## src/rtl/mem_16x32.sv

```systemverilog
// Single-port synchronous memory with registered, valid-qualified read data.
// Optional MEM_RESET_CLEAR_EN: the synchronous reset also zeroes the array.
module mem_16x32 #(
  parameter int Data_Width    = 32,
  parameter int Address_Width = 4,
  parameter int Locations_Num = 16
) (
  input  logic                     CLK,
  input  logic                     Rst_n,
  input  logic                     Wr_En,
  input  logic                     Rd_En,
  input  logic [Data_Width-1:0]    Data_in,
  input  logic [Address_Width-1:0] Address,
  output logic [Data_Width-1:0]    Data_out,
  output logic                     Valid_out
);

  localparam int IDX_W = (Locations_Num > 1) ? $clog2(Locations_Num) : 1;
  localparam logic [Address_Width:0] LOC_LIMIT = (Address_Width+1)'(Locations_Num);

  logic [Data_Width-1:0] mem [Locations_Num];
  logic                  in_range;
  logic [IDX_W-1:0]      idx;

  // Extra top bit keeps the compare valid when Locations_Num == 2**Address_Width.
  assign in_range = {1'b0, Address} < LOC_LIMIT;
  assign idx      = Address[IDX_W-1:0];

  always_ff @(posedge CLK) begin
    if (!Rst_n) begin
      Data_out  <= '0;
      Valid_out <= 1'b0;
`ifdef MEM_RESET_CLEAR_EN
      for (int i = 0; i < Locations_Num; i++) mem[i] <= '0;
`endif
    end else begin
      Valid_out <= Rd_En;
      // Non-blocking read of mem gives read-before-write on a same-cycle write.
      if (Rd_En) Data_out <= in_range ? mem[idx] : '0;
      if (Wr_En && in_range) mem[idx] <= Data_in;
    end
  end

endmodule

```

## config.mk

```make
export PLATFORM = sky130hd
export DESIGN_NAME = mem_16x32
export DESIGN_NICKNAME = d
export VERILOG_FILES = /design/src/rtl/mem_16x32.sv
export SDC_FILE = /design/constraint.sdc
export NUM_CORES = 1
export LEC_CHECK = 0
export BUFFER_PORTS_ARGS = -buffer_cell sky130_fd_sc_hd__buf_2
export CELL_PAD_IN_SITES_DETAIL_PLACEMENT = 0
export CELL_PAD_IN_SITES_GLOBAL_PLACEMENT = 1
export CORE_ASPECT_RATIO = 1.25
export CORE_MARGIN = 5
export CORE_UTILIZATION = 56
export CTS_BUF_LIST = sky130_fd_sc_hd__clkbuf_8
export CTS_CLUSTER_SIZE = 10
export DETAILED_ROUTE_END_ITERATION = 6
export PLACE_DENSITY_LB_ADDON = 0.1
export SETUP_SLACK_MARGIN = 0.02
export SLEW_MARGIN = 15
export SYNTH_ARGS = -nofsm -noshare
export SYNTH_HDL_FRONTEND = slang
export SYNTH_SLANG_ARGS = --single-unit
```

## constraint.sdc

```tcl
create_clock -name CLK -period 3.95 [get_ports CLK]
set_input_delay 0.1975 -clock CLK [delete_from_list [all_inputs] [get_ports CLK]]
set_output_delay 0.1975 -clock CLK [all_outputs]
set_load 0.05 [all_outputs]
```

# == Word level (Yosys, flattened, before mapping) ==
# Memory sizes are Yosys's and may differ from the RTL's. A register that Yosys moved wholly into a read port is not among the register bits.
# Cells that the tools add are included.
# word_totals
register_bits,1
out_inout_bits,33
word_cells,6
ramBits,512
input_bits,40
n_memories,1
# mem_list
memory,words,word_bits,read_ports,rd_ports_with_merged_regs,wr,line_no,rtl
mem,16,32,1,1,1,21,logic [Data_Width-1:0] mem [Locations_Num];
# classes
n_reduce_logical,1
muxes,3
# op_table
operator,n
1-bit 2-to-1 mux,3
1-bit zero test,1

# == Logic depth before layout (Yosys ltp) ==
# Gate-level depths: netlist of the first run.
# logic_depth
depth_word,3
ltp_mapped,8
ltp_nobuf,4

# == Worst setup path before layout of the first run ==
# OpenSTA, ideal clock, no wires.
# synth_path
kind,input to register
startpoint,in Address[3]
endpoint,mem mem[4][0] (enable)
t_required_ns,3.489
cell_stages,5
path_buffers,3
setup_time_ns,0.461
setup_slack_ns,0.357
arrival_ns,3.132
path_cell_list,buf_4 > buf_6 > buf_4 > nand4b_1 > nor3_1
# synth_rtl
element,line_no,rtl
from (decl),13,"input logic [Address_Width-1:0] Address,"
to (decl),21,
# No word-level cell before the write port.

# == Worst setup path after layout of the first run ==
# layout_path
startpoint,in Address[1]
endpoint,mem mem[2][2] (enable)
# No word-level cell before the write port.

==> results.sh, run 1 <==
export IMPL_synth_async_sr_flop_share=0
export IMPL_fin_crit_ns=2.123
export IMPL_hpwlAfterDp_um=25360
export IMPL_yosysMostFrequentCell="edfxtp_1"
export IMPL_skew_ns=0.02707
export IMPL_setup_tns_ns=0
export IMPL_place_worst_setup_slack_ns=1.229
export IMPL_synth_area_mm2=0.02071
export IMPL_drt_wirelength_per_cell_um=24.91
export IMPL_overflow=0
export IMPL_p_sw_mw=2.561
export IMPL_fill_cells=2541
export IMPL_cts_num_sinks=545
export IMPL_clk_pin_slew_worst_paths_ns=0.07
export IMPL_cp_end_kind="flop"
export IMPL_drv_slew=0
export IMPL_max_slew_margin_rel=0.3124
export IMPL_drcViolationCount=0
export IMPL_yosys_area_top_type_share=0.7425
export IMPL_h_tree_depth=3
export IMPL_worst_slack_ns=1.827
export IMPL_p_leak_nw=8.255
export IMPL_ys_top_cells_by_count="edfxtp_1 (512), mux2i_1 (192), o22ai_1 (64), nor2_1 (45)"
export IMPL_fp_dieW_um=182.0
export IMPL_cts_resized=0
export IMPL_pin_count=73
export IMPL_avgViaCountPerCell=5.907
export IMPL_finalCritPeriodShare=0.5374
export IMPL_portBuffers=72
export IMPL_p_clk_frac=0.371
export IMPL_max_cap_violations=0
export IMPL_utilization=0.6476
export IMPL_hp_class="in -> reg"
export IMPL_ys_seq_area_frac=0.7744
export IMPL_synth_ff_type="edfxtp_1"
export IMPL_cts_tree="yes"
export IMPL_ys_warn_count=0
export IMPL_wl_um=45630
export IMPL_insertion_delay_ns=0.61
export IMPL_worst_setup_path_type="in -> reg"
export IMPL_fmax_ghz=0.4711
export IMPL_routabilityCongestion=0.7607
export IMPL_start_kind="input pin"
export IMPL_regArea_mm2=0.01604
export IMPL_crit_fanout=36
export IMPL_swShare=0.2261
export IMPL_ys_seq_elements=545
export IMPL_status="completed"
export IMPL_area_growth_pct=13.84
export IMPL_setup_viol=0
export IMPL_grt_pass1_wl_um=68920
export IMPL_drive_gt1_frac=0.1969
export IMPL_track_usage=0.2246
export IMPL_comb_power_share=0.062
export IMPL_vdd_ir_drop_max_mv=0.3362
export IMPL_tightest_slew_ns=1.031
export IMPL_vias=10821
export IMPL_nNetsFinal=1322
export IMPL_hold_violations=0
export IMPL_die_h_um=225.0
export IMPL_syn_area_per_cell_um2=18.34
export IMPL_die_area_mm2=0.04095
export IMPL_cp_required_ns=4.24
export IMPL_syn_nets=1169
export IMPL_yosys_area_top_type="edfxtp_1"
export IMPL_cts_root_buf="clkbuf_8"
export IMPL_core_mm2=0.03640
export IMPL_p_per_area_mw_per_mm2=480.6
export IMPL_internal_power_mw=8.767
export IMPL_grt_pass1_vias=11354
export IMPL_drt_iter0_markers=729
export IMPL_num_rows=78
export IMPL_grt_max_degree=66
export IMPL_netlist_instances=1129
export IMPL_ys_types=25
export IMPL_cts_buffer_depth=3
export IMPL_seqPwrFrac=0.568
export IMPL_antenna_found_initial=1
export IMPL_multi_input_area_mm2=0.004368
export IMPL_initial_core_util=0.5688
export IMPL_synthTopCellsByArea="edfxtp_1 (74%), mux2i_1 (9.3%), mux4_2 (3.5%), dfxtp_1 (3.2%), o22ai_1 (1.9%)"
export IMPL_synth_edf_count=512
export IMPL_cts_buffers=81
export IMPL_rsz0062_at_grt="no"
export IMPL_cp_arrival_ns=2.41
export IMPL_first_pass_iters=6
export IMPL_final_antenna_net_count=0
-- metal layers --
layer | share of wire | global-route usage | up-vias
met5 | 0 | 0 | -
met4 | 0.019 | 0.06248 | 0
met3 | 0.075 | 0.04311 | 65
met2 | 0.51 | 0.3841 | 411
met1 | 0.40 | 0.2988 | 5490
li1 | - | - | 4855
-- power by group through the flow --
stage	Clock, mW	Combinational [mW]	Sequential, mW
3_5_place_dp	0	0.677	6.56
2_1_floorplan	0	0.342	6.64
4_1_cts	4.29	0.702	6.44
5_1_grt	4.60	0.745	6.44
6_report	4.20	0.697	6.43
3_3_place_gp	0	0.668	6.55
-- area by class of cell --
type,instances,area share
clock inverters,64,0.01284
well taps,480,0.02548
clock buffers,88,0.05138
multi-input cells,511,0.1853
repair buffers,143,0.04464
flip-flops and latches,545,0.6803
diodes,1,0.0001062
-- what timing repair did --
item,in CTS,in global routing
endpoints found under the hold margin,490,0
hold buffers,32,0
buffers inserted,0,0
-- state kept, by name, indices dropped and copies added, names as in the netlist --
| signal | count |
|---|---|
| Data_out | 32 |
| Valid_out | 1 |
| mem | 512 |
-- final timing paths --
path,from,end,depth (start not counted),slack (ns)
setup / recovery,Address[1],mem[2][2],4,1.83
hold / removal,Address[2],Data_out[31],3,0.16
setup reg to reg,mem[13][19],Data_out[19],4,2.51
hold reg to reg,Data_out[11],Data_out[11],2,0.54
-- critical path, cell delays in order --
cell and delay [ns]:
buf_2 0.69, nand2b_1 0.43, nor2_4 0.70, buf_4 0.35
-- cells by family (layout without fill, tap and decap cells) --
logic type	after synthesis	after routing	share of synthesized area
AO/OA/AOI/OAI	160	160	0.05027
buffers and inverters	73	295	0.02042
flip-flops	545	545	0.7744
multiplexers	224	224	0.1276
other	0	1	0
AND/OR/NAND/NOR	127	127	0.02725
-- stage by stage --
step                      power (mW)  cell area [µm²]  cells  hold WS [ns]
final                          11.33            23570   1832        0.1608
after global routing           11.78            23570   1831        0.1736
after CTS                      11.42            23570   1831        0.1189
after detailed placement       7.234            21740   1647        0.5224
after global placement         7.221            21740   1647        0.5214
after floorplan                6.985            20710   1129        0.2964
-- placed cells by master (no fill, tap or decap), types with 2 or more instances in the layout --
cell type	netlist	routed
edfxtp_1	512	512
dlygate4sd3_1	0	32
nor2_4	0	12
nand3_1	33	33
clkinv_1	0	20
or3b_2	0	2
nand4b_1	2	2
nand2b_1	2	2
buf_12	0	5
o21ai_0	32	32
a2bb2oi_1	32	32
mux4_2	32	32
nor3_2	0	4
clkinvlp_4	0	4
buf_4	13	34
buf_2	20	70
dfxtp_1	33	33
mux2i_1	192	192
inv_1	0	30
nor2_1	45	33
clkinv_2	0	7
a31oi_1	32	32
o22ai_1	64	64
nand2_1	33	33
clkbuf_8	0	88
No activity file was read; power rests on OpenSTA's default activity.
==> inputs of run 2 (changes only) <==
- ABC_AREA: unset -> 1
- CORE_UTILIZATION: 56 -> 47
- clock period: 3.95 -> 1.9 ns (I/O delays scaled with it)
==> results.sh, run 2 <==
export IMPL_fin_area_mm2=0.02559
export IMPL_synth_xor_area_frac=0
export IMPL_final_antenna_net_count=0
export IMPL_routabilityCongestion=0.7585
export IMPL_synth_ff_type="edfxtp_1"
export IMPL_insertion_delay_ns=0.66
export IMPL_critical_path_cell_chain="buf_2"
export IMPL_cp_buffers_inverters=1
export IMPL_vias=14597
export IMPL_synth_edf_count=512
export IMPL_cp_arrival_ns=1.37
export IMPL_die_area_mm2=0.05140
export IMPL_track_usage=0.2212
export IMPL_h_tree_depth=3
export IMPL_wl_um=56920
export IMPL_use_met1=0.3068
export IMPL_r2r_slack_ns=0.82
export IMPL_fmax_ghz=0.6815
export IMPL_hold_depth=7
export IMPL_avgViaCountPerCell=5.125
export IMPL_start_kind="flop"
export IMPL_place_inst=2656
export IMPL_cts_buffers=85
export IMPL_syn_area_per_cell_um2=10.99
export IMPL_ys_types=14
export IMPL_synth_top_family_by_area="simple AND/OR/NAND/NOR gates"
export IMPL_fin_crit_ns=1.467
export IMPL_cts_num_sinks=545
export IMPL_grt_pass1_vias=14217
export IMPL_drv_slew=0
export IMPL_dpl_instance_area_mm2=0.02361
export IMPL_drt_wirelength_per_cell_um=19.98
export IMPL_grt_busiest_layer="met2"
export IMPL_finalCritPeriodShare=0.7723
export IMPL_setup_tns_ns=0
export IMPL_first_pass_iters=5
export IMPL_met2_usage=0.3692
export IMPL_largest_register="mem"
export IMPL_synth_area_mm2=0.02206
export IMPL_max_slew_margin_rel=0.5663
export IMPL_ys_seq_area_frac=0.7269
export IMPL_cts_tree="yes"
export IMPL_syn_nets=2047
export IMPL_grt_util_met3=0.03157
export IMPL_tightest_slew_ns=0.6506
export IMPL_setup_viol=0
export IMPL_rsz0062_at_grt="no"
export IMPL_nNetsFinal=2186
export IMPL_cp_required_ns=1.80
export IMPL_ys_seq_elements=545
export IMPL_cpLargestDelayFamily="flip-flops"
export IMPL_reg2regPathDepth=8
export IMPL_largest_reg_flops=512
export IMPL_p_leak_nw=10.17
export IMPL_num_rows=88
export IMPL_ys_warn_count=0
export IMPL_drt_iter0_markers=1153
export IMPL_layout_common_cells="nand2_1 (1027), edfxtp_1 (512), nand3_1 (164)"
export IMPL_synth_compound_area_frac=0.007260
export IMPL_clk_pin_slew_worst_paths_ns=0.06
export IMPL_cp_depth=1
export IMPL_portBuffers=72
export IMPL_utilization=0.5520
export IMPL_yosys_area_share_simple=0.2351
export IMPL_cp_end_kind="output port"
export IMPL_core_mm2=0.04635
export IMPL_place_worst_setup_slack_ns=0.3601
export IMPL_regArea_mm2=0.01604
export IMPL_power_mw=24.48
export IMPL_fp_dieW_um=203.8
export IMPL_yosys_area_top_type_share=0.6969
export IMPL_slowest_delay_ns=0.42
export IMPL_ys_top_cells_by_count="nand2_1 (1027), edfxtp_1 (512), nand3_1 (164), nor2_1 (83), buf_2 (52)"
export IMPL_synthAdderAreaFrac=0
export IMPL_hold_violations=0
export IMPL_hp_class="in -> reg"
export IMPL_crit_fanout=2
export IMPL_antenna_found_initial=2
export IMPL_grt_max_degree=117
export IMPL_yosysMostFrequentCell="nand2_1"
export IMPL_worst_setup_path_type="reg -> out"
export IMPL_cts_root_buf="clkbuf_8"
export IMPL_initial_core_util=0.4759
export IMPL_area_growth_pct=15.98
export IMPL_cts_resized=0
export IMPL_finalNonFillerCells=2848
export IMPL_final_common_cell="nand2_1"
export IMPL_overflow=0
export IMPL_status="completed"
export IMPL_skew_ns=0.01402
export IMPL_largestRegisters="mem x512, Data_out x32, Valid_out x1"
export IMPL_netlist_instances=2007
export IMPL_grt_pass1_wl_um=86220
export IMPL_pin_count=73
export IMPL_synth_async_sr_flop_share=0
export IMPL_fill_cells=4089
export IMPL_synthTopCellsByArea="edfxtp_1 (70%), nand2_1 (17%), nand3_1 (3.7%), dfxtp_1 (3.0%), nor2_1 (1.4%)"
export IMPL_vdd_ir_drop_max_mv=0.5832
export IMPL_multi_input_area_mm2=0.005490
export IMPL_whs_ns=0.05240
export IMPL_cts_buffer_depth=3
export IMPL_max_cap_violations=0
export IMPL_drive_gt1_frac=0.1223
export IMPL_worst_slack_ns=0.4327
export IMPL_die_h_um=252.2
export IMPL_yosys_area_top_type="edfxtp_1"
export IMPL_drcViolationCount=0
export IMPL_cp_slowest_cell="dfxtp_1"
export IMPL_p_per_area_mw_per_mm2=956.6
export IMPL_hpwlAfterDp_um=29220
export IMPL_synth_area_mux_share=0
-- run 2: cell count changes after synthesis, sizes merged, moves of 4 or more --
cell,delta
o22ai,-64
nor2,+38
mux2i,-192
nand2,+994
a2bb2oi,-32
buf,+37
a31oi,-32
clkbuf,+4
inv,+10
nand3,+131
nor3,-4
nand4,+31
mux4,-32
-- run 2: routing by layer --
metal	wire, µm	part of all wire
met2	27840	0.49
met1	25320	0.44
met3	2857	0.050
met4	899	0.016
met5	0	0
-- run 2: final timing paths --
| kind | start | end |
|---|---|---|
| max reg2reg | mem[7][23] | Data_out[23] |
| min | Address[1] | Data_out[27] |
| max | Data_out[28] | Data_out[28] |
| min reg2reg | Data_out[0] | Data_out[0] |
-- run 2: kinds of logic after synthesis --
kind of cell,after synthesis
AOI/OAI and AO/OA,32
buffers and inverters,124
DFF,545
and+or+nand+nor,1306
-- run 2: worst register-to-register path: stages (launching register included) --
cell and delay, ns:
edfxtp_1 0.36, nand2_1 0.08, nand2_1 0.05, nand2_1 0.05, nand2_1 0.07, nand2_1 0.06, nand3_1 0.08, nor2_1 0.17
nor2_1 0.06
-- run 2: report_power, final --
group          total, mW  switching [mW]  internal, mW
registers           13.4          0.0616          13.3
clock network       9.33            4.46          4.87
logic               1.77            1.28         0.498
total               24.5            5.80          18.7
-- run 2: layout make-up --
type,instances,share of cell area
Clock buffer,102,0.05487
Clock inverter,55,0.009291
Sequential cell,545,0.6267
Antenna cell,2,0.0001956
Tap cell,630,0.03081
Timing Repair Buffer,166,0.06171
Inverter,10,0.001858
Multi-Input combinational cell,1338,0.2146
-- run 2: what timing repair did --
action,CTS,global route
buffers inserted,0,0
hold endpoints to repair,521,0
hold buffers,33,0
==> inputs of run 3 (changes only) <==
- CORE_UTILIZATION: 47 -> 52
- clock period: 1.9 -> 1.5 ns (I/O delays scaled with it)
==> results.sh, run 3 (synthesis gave the netlist of run 2 again) <==
export IMPL_cp_slowest_cell="dfxtp_1"
export IMPL_tightest_slew_ns=0.4728
export IMPL_antenna_cells=0
export IMPL_drv_slew=0
export IMPL_p_clk_frac=0.378
export IMPL_reg2regPathDepth=8
export IMPL_nNetsFinal=2193
export IMPL_p_leak_nw=10.21
export IMPL_seqPwrFrac=0.548
export IMPL_status="completed"
export IMPL_crit_fanout=2
export IMPL_die_area_mm2=0.04667
export IMPL_cts_buffers=85
export IMPL_portBuffers=72
export IMPL_cts_num_sinks=545
export IMPL_avgViaCountPerCell=5.183
export IMPL_p_sw_mw=7.270
export IMPL_insertion_delay_ns=0.63
export IMPL_cp_end_kind="output port"
export IMPL_r2r_start="mem[1][30]"
export IMPL_fin_crit_ns=1.376
export IMPL_pin_count=73
export IMPL_fill_cells=3509
export IMPL_area_growth_pct=16.60
export IMPL_cts_tree="yes"
export IMPL_swShare=0.2352
export IMPL_core_mm2=0.04204
export IMPL_hpwlAfterDp_um=30520
export IMPL_vias=14408
export IMPL_rsz0062_at_grt="no"
export IMPL_h_tree_depth=3
export IMPL_r2r_end="Data_out[30]"
export IMPL_p_per_area_mw_per_mm2=1202
export IMPL_cts_root_buf="clkbuf_8"
export IMPL_cp_required_ns=1.42
export IMPL_largest_register="mem"
export IMPL_clk_pin_slew_worst_paths_ns=0.06
export IMPL_worst_setup_path_type="reg -> out"
export IMPL_largestRegisters="mem x512, Data_out x32, Valid_out x1"
export IMPL_vdd_ir_drop_max_mv=0.7905
export IMPL_grt_pass1_wl_um=81700
export IMPL_critical_path_cell_chain="buf_2"
export IMPL_die_h_um=240.3
export IMPL_comb_power_share=0.074
export IMPL_cts_buffer_depth=3
export IMPL_drt_wirelength_per_cell_um=18.86
export IMPL_grt_pass1_vias=14339
export IMPL_hold_violations=0
export IMPL_max_cap_violations=0
export IMPL_fmax_ghz=0.7266
export IMPL_r2r_slack_ns=0.36
export IMPL_grt_max_degree=84
export IMPL_hp_class="in -> reg"
export IMPL_cp_arrival_ns=1.30
export IMPL_place_inst=2592
export IMPL_num_rows=84
export IMPL_critPathCapture="Data_out[26]"
export IMPL_drive_gt1_frac=0.1261
export IMPL_worstHoldStart="Rst_n"
export IMPL_finalNonFillerCells=2780
export IMPL_drt_iter0_markers=938
export IMPL_antenna_found_initial=0
export IMPL_final_antenna_net_count=0
export IMPL_power_mw=30.91
export IMPL_final_common_cell="nand2_1"
export IMPL_first_pass_iters=5
export IMPL_finalCritPeriodShare=0.9175
export IMPL_cp_depth=1
export IMPL_slowest_delay_ns=0.38
export IMPL_start_kind="flop"
export IMPL_setup_viol=0
export IMPL_initial_core_util=0.5248
export IMPL_startpoint="Data_out[26]"
export IMPL_internal_power_mw=23.64
export IMPL_post_cts_buffers=0
export IMPL_cp_buffers_inverters=1
export IMPL_drcViolationCount=0
export IMPL_overflow=0
export IMPL_largest_reg_flops=512
export IMPL_routabilityCongestion=0.7986
export IMPL_max_slew_margin_rel=0.6848
export IMPL_whs_ns=0.08184
export IMPL_fp_dieW_um=194.2
export IMPL_track_usage=0.2256
export IMPL_skew_ns=0.01696
export IMPL_cpLargestDelayFamily="flip-flops"
export IMPL_layout_common_cells="nand2_1 (1027), edfxtp_1 (512), nand3_1 (160)"
export IMPL_wl_um=52440
-- run 3: cell count changes in the layout (fill, tap and decap cells not counted), sizes merged --
cell,delta
clkinvlp,-2
diode,-2
inv,-10
buf,+7
bufinv,+1
clkinv,+13
clkbuf,-4
-- run 3: repair_timing --
| action | CTS | global route |
|---|---|---|
| endpoints found under the hold margin | 536 | 0 |
| gates resized for setup | 0 | 0 |
| hold buffers | 33 | 0 |
| setup endpoints to repair | 0 | 0 |
-- run 3: layout make-up --
cell class | count | area (µm²) | share of cell area
flip-flops and latches | 545 | 16040 | 0.6234
inverters | 10 | 60.06 | 0.002335
repair buffers | 173 | 1779 | 0.06917
clock inverters | 57 | 260.3 | 0.01012
well taps | 559 | 699.4 | 0.02719
clock buffers | 98 | 1349 | 0.05243
multi-input cells | 1338 | 5540 | 0.2154
-- run 3: tightest hold or removal path: stages --
cell and delay [ns]:
buf_2 0.13, buf_4 0.28, nand2_1 0.13, inv_1 0.04
-- run 3: layer usage --
| metal | global-route usage | vias to the layer above | part of all wire | routed length (µm) |
|---|---|---|---|---|
| met4 | 0.06266 | 0 | 0.019 | 971 |
| met5 | 0 | - | 0 | 0 |
| met1 | 0.3044 | 6915 | 0.44 | 23030 |
| met2 | 0.3853 | 348 | 0.49 | 25900 |
| li1 | - | 7062 | - | - |
| met3 | 0.03700 | 83 | 0.048 | 2534 |
-- run 3: through the flow --
step	utilization	setup TNS [ns]	worst slack, ns	instance area, µm²
floorplan	-	-34.13	-0.08188	22330
global placement	0.5657	-0.3091	-0.007847	23780
detailed placement	0.5657	-0.09113	-0.005736	23780
CTS	0.6119	0	0.07349	25720
global route	0.6119	0	0.07276	25720
finish	0.6119	0	0.1237	25720
-- run 3: worst min-delay path by stage --
stage	end	slack [ns]	depth (start not counted)
2_1_floorplan	mem[0][0]	0.17	0
3_5_place_dp	mem[14][28]	0.48	1
4_1_cts	Valid_out	0.04	4
6_report	Valid_out	0.08	4
3_3_place_gp	mem[15][25]	0.47	1
5_1_grt	Valid_out	0.09	4
-- run 3: power by group through the flow --
| stage | clock network, mW | registers (mW) | logic [mW] |
|---|---|---|---|
| finish | 11.7 | 16.9 | 2.30 |
| global route | 12.7 | 16.9 | 2.55 |
| CTS | 12.0 | 16.9 | 2.33 |
| detailed placement | 0 | 17.2 | 2.25 |
| global placement | 0 | 17.2 | 2.23 |
| floorplan | 0 | 17.5 | 1.18 |
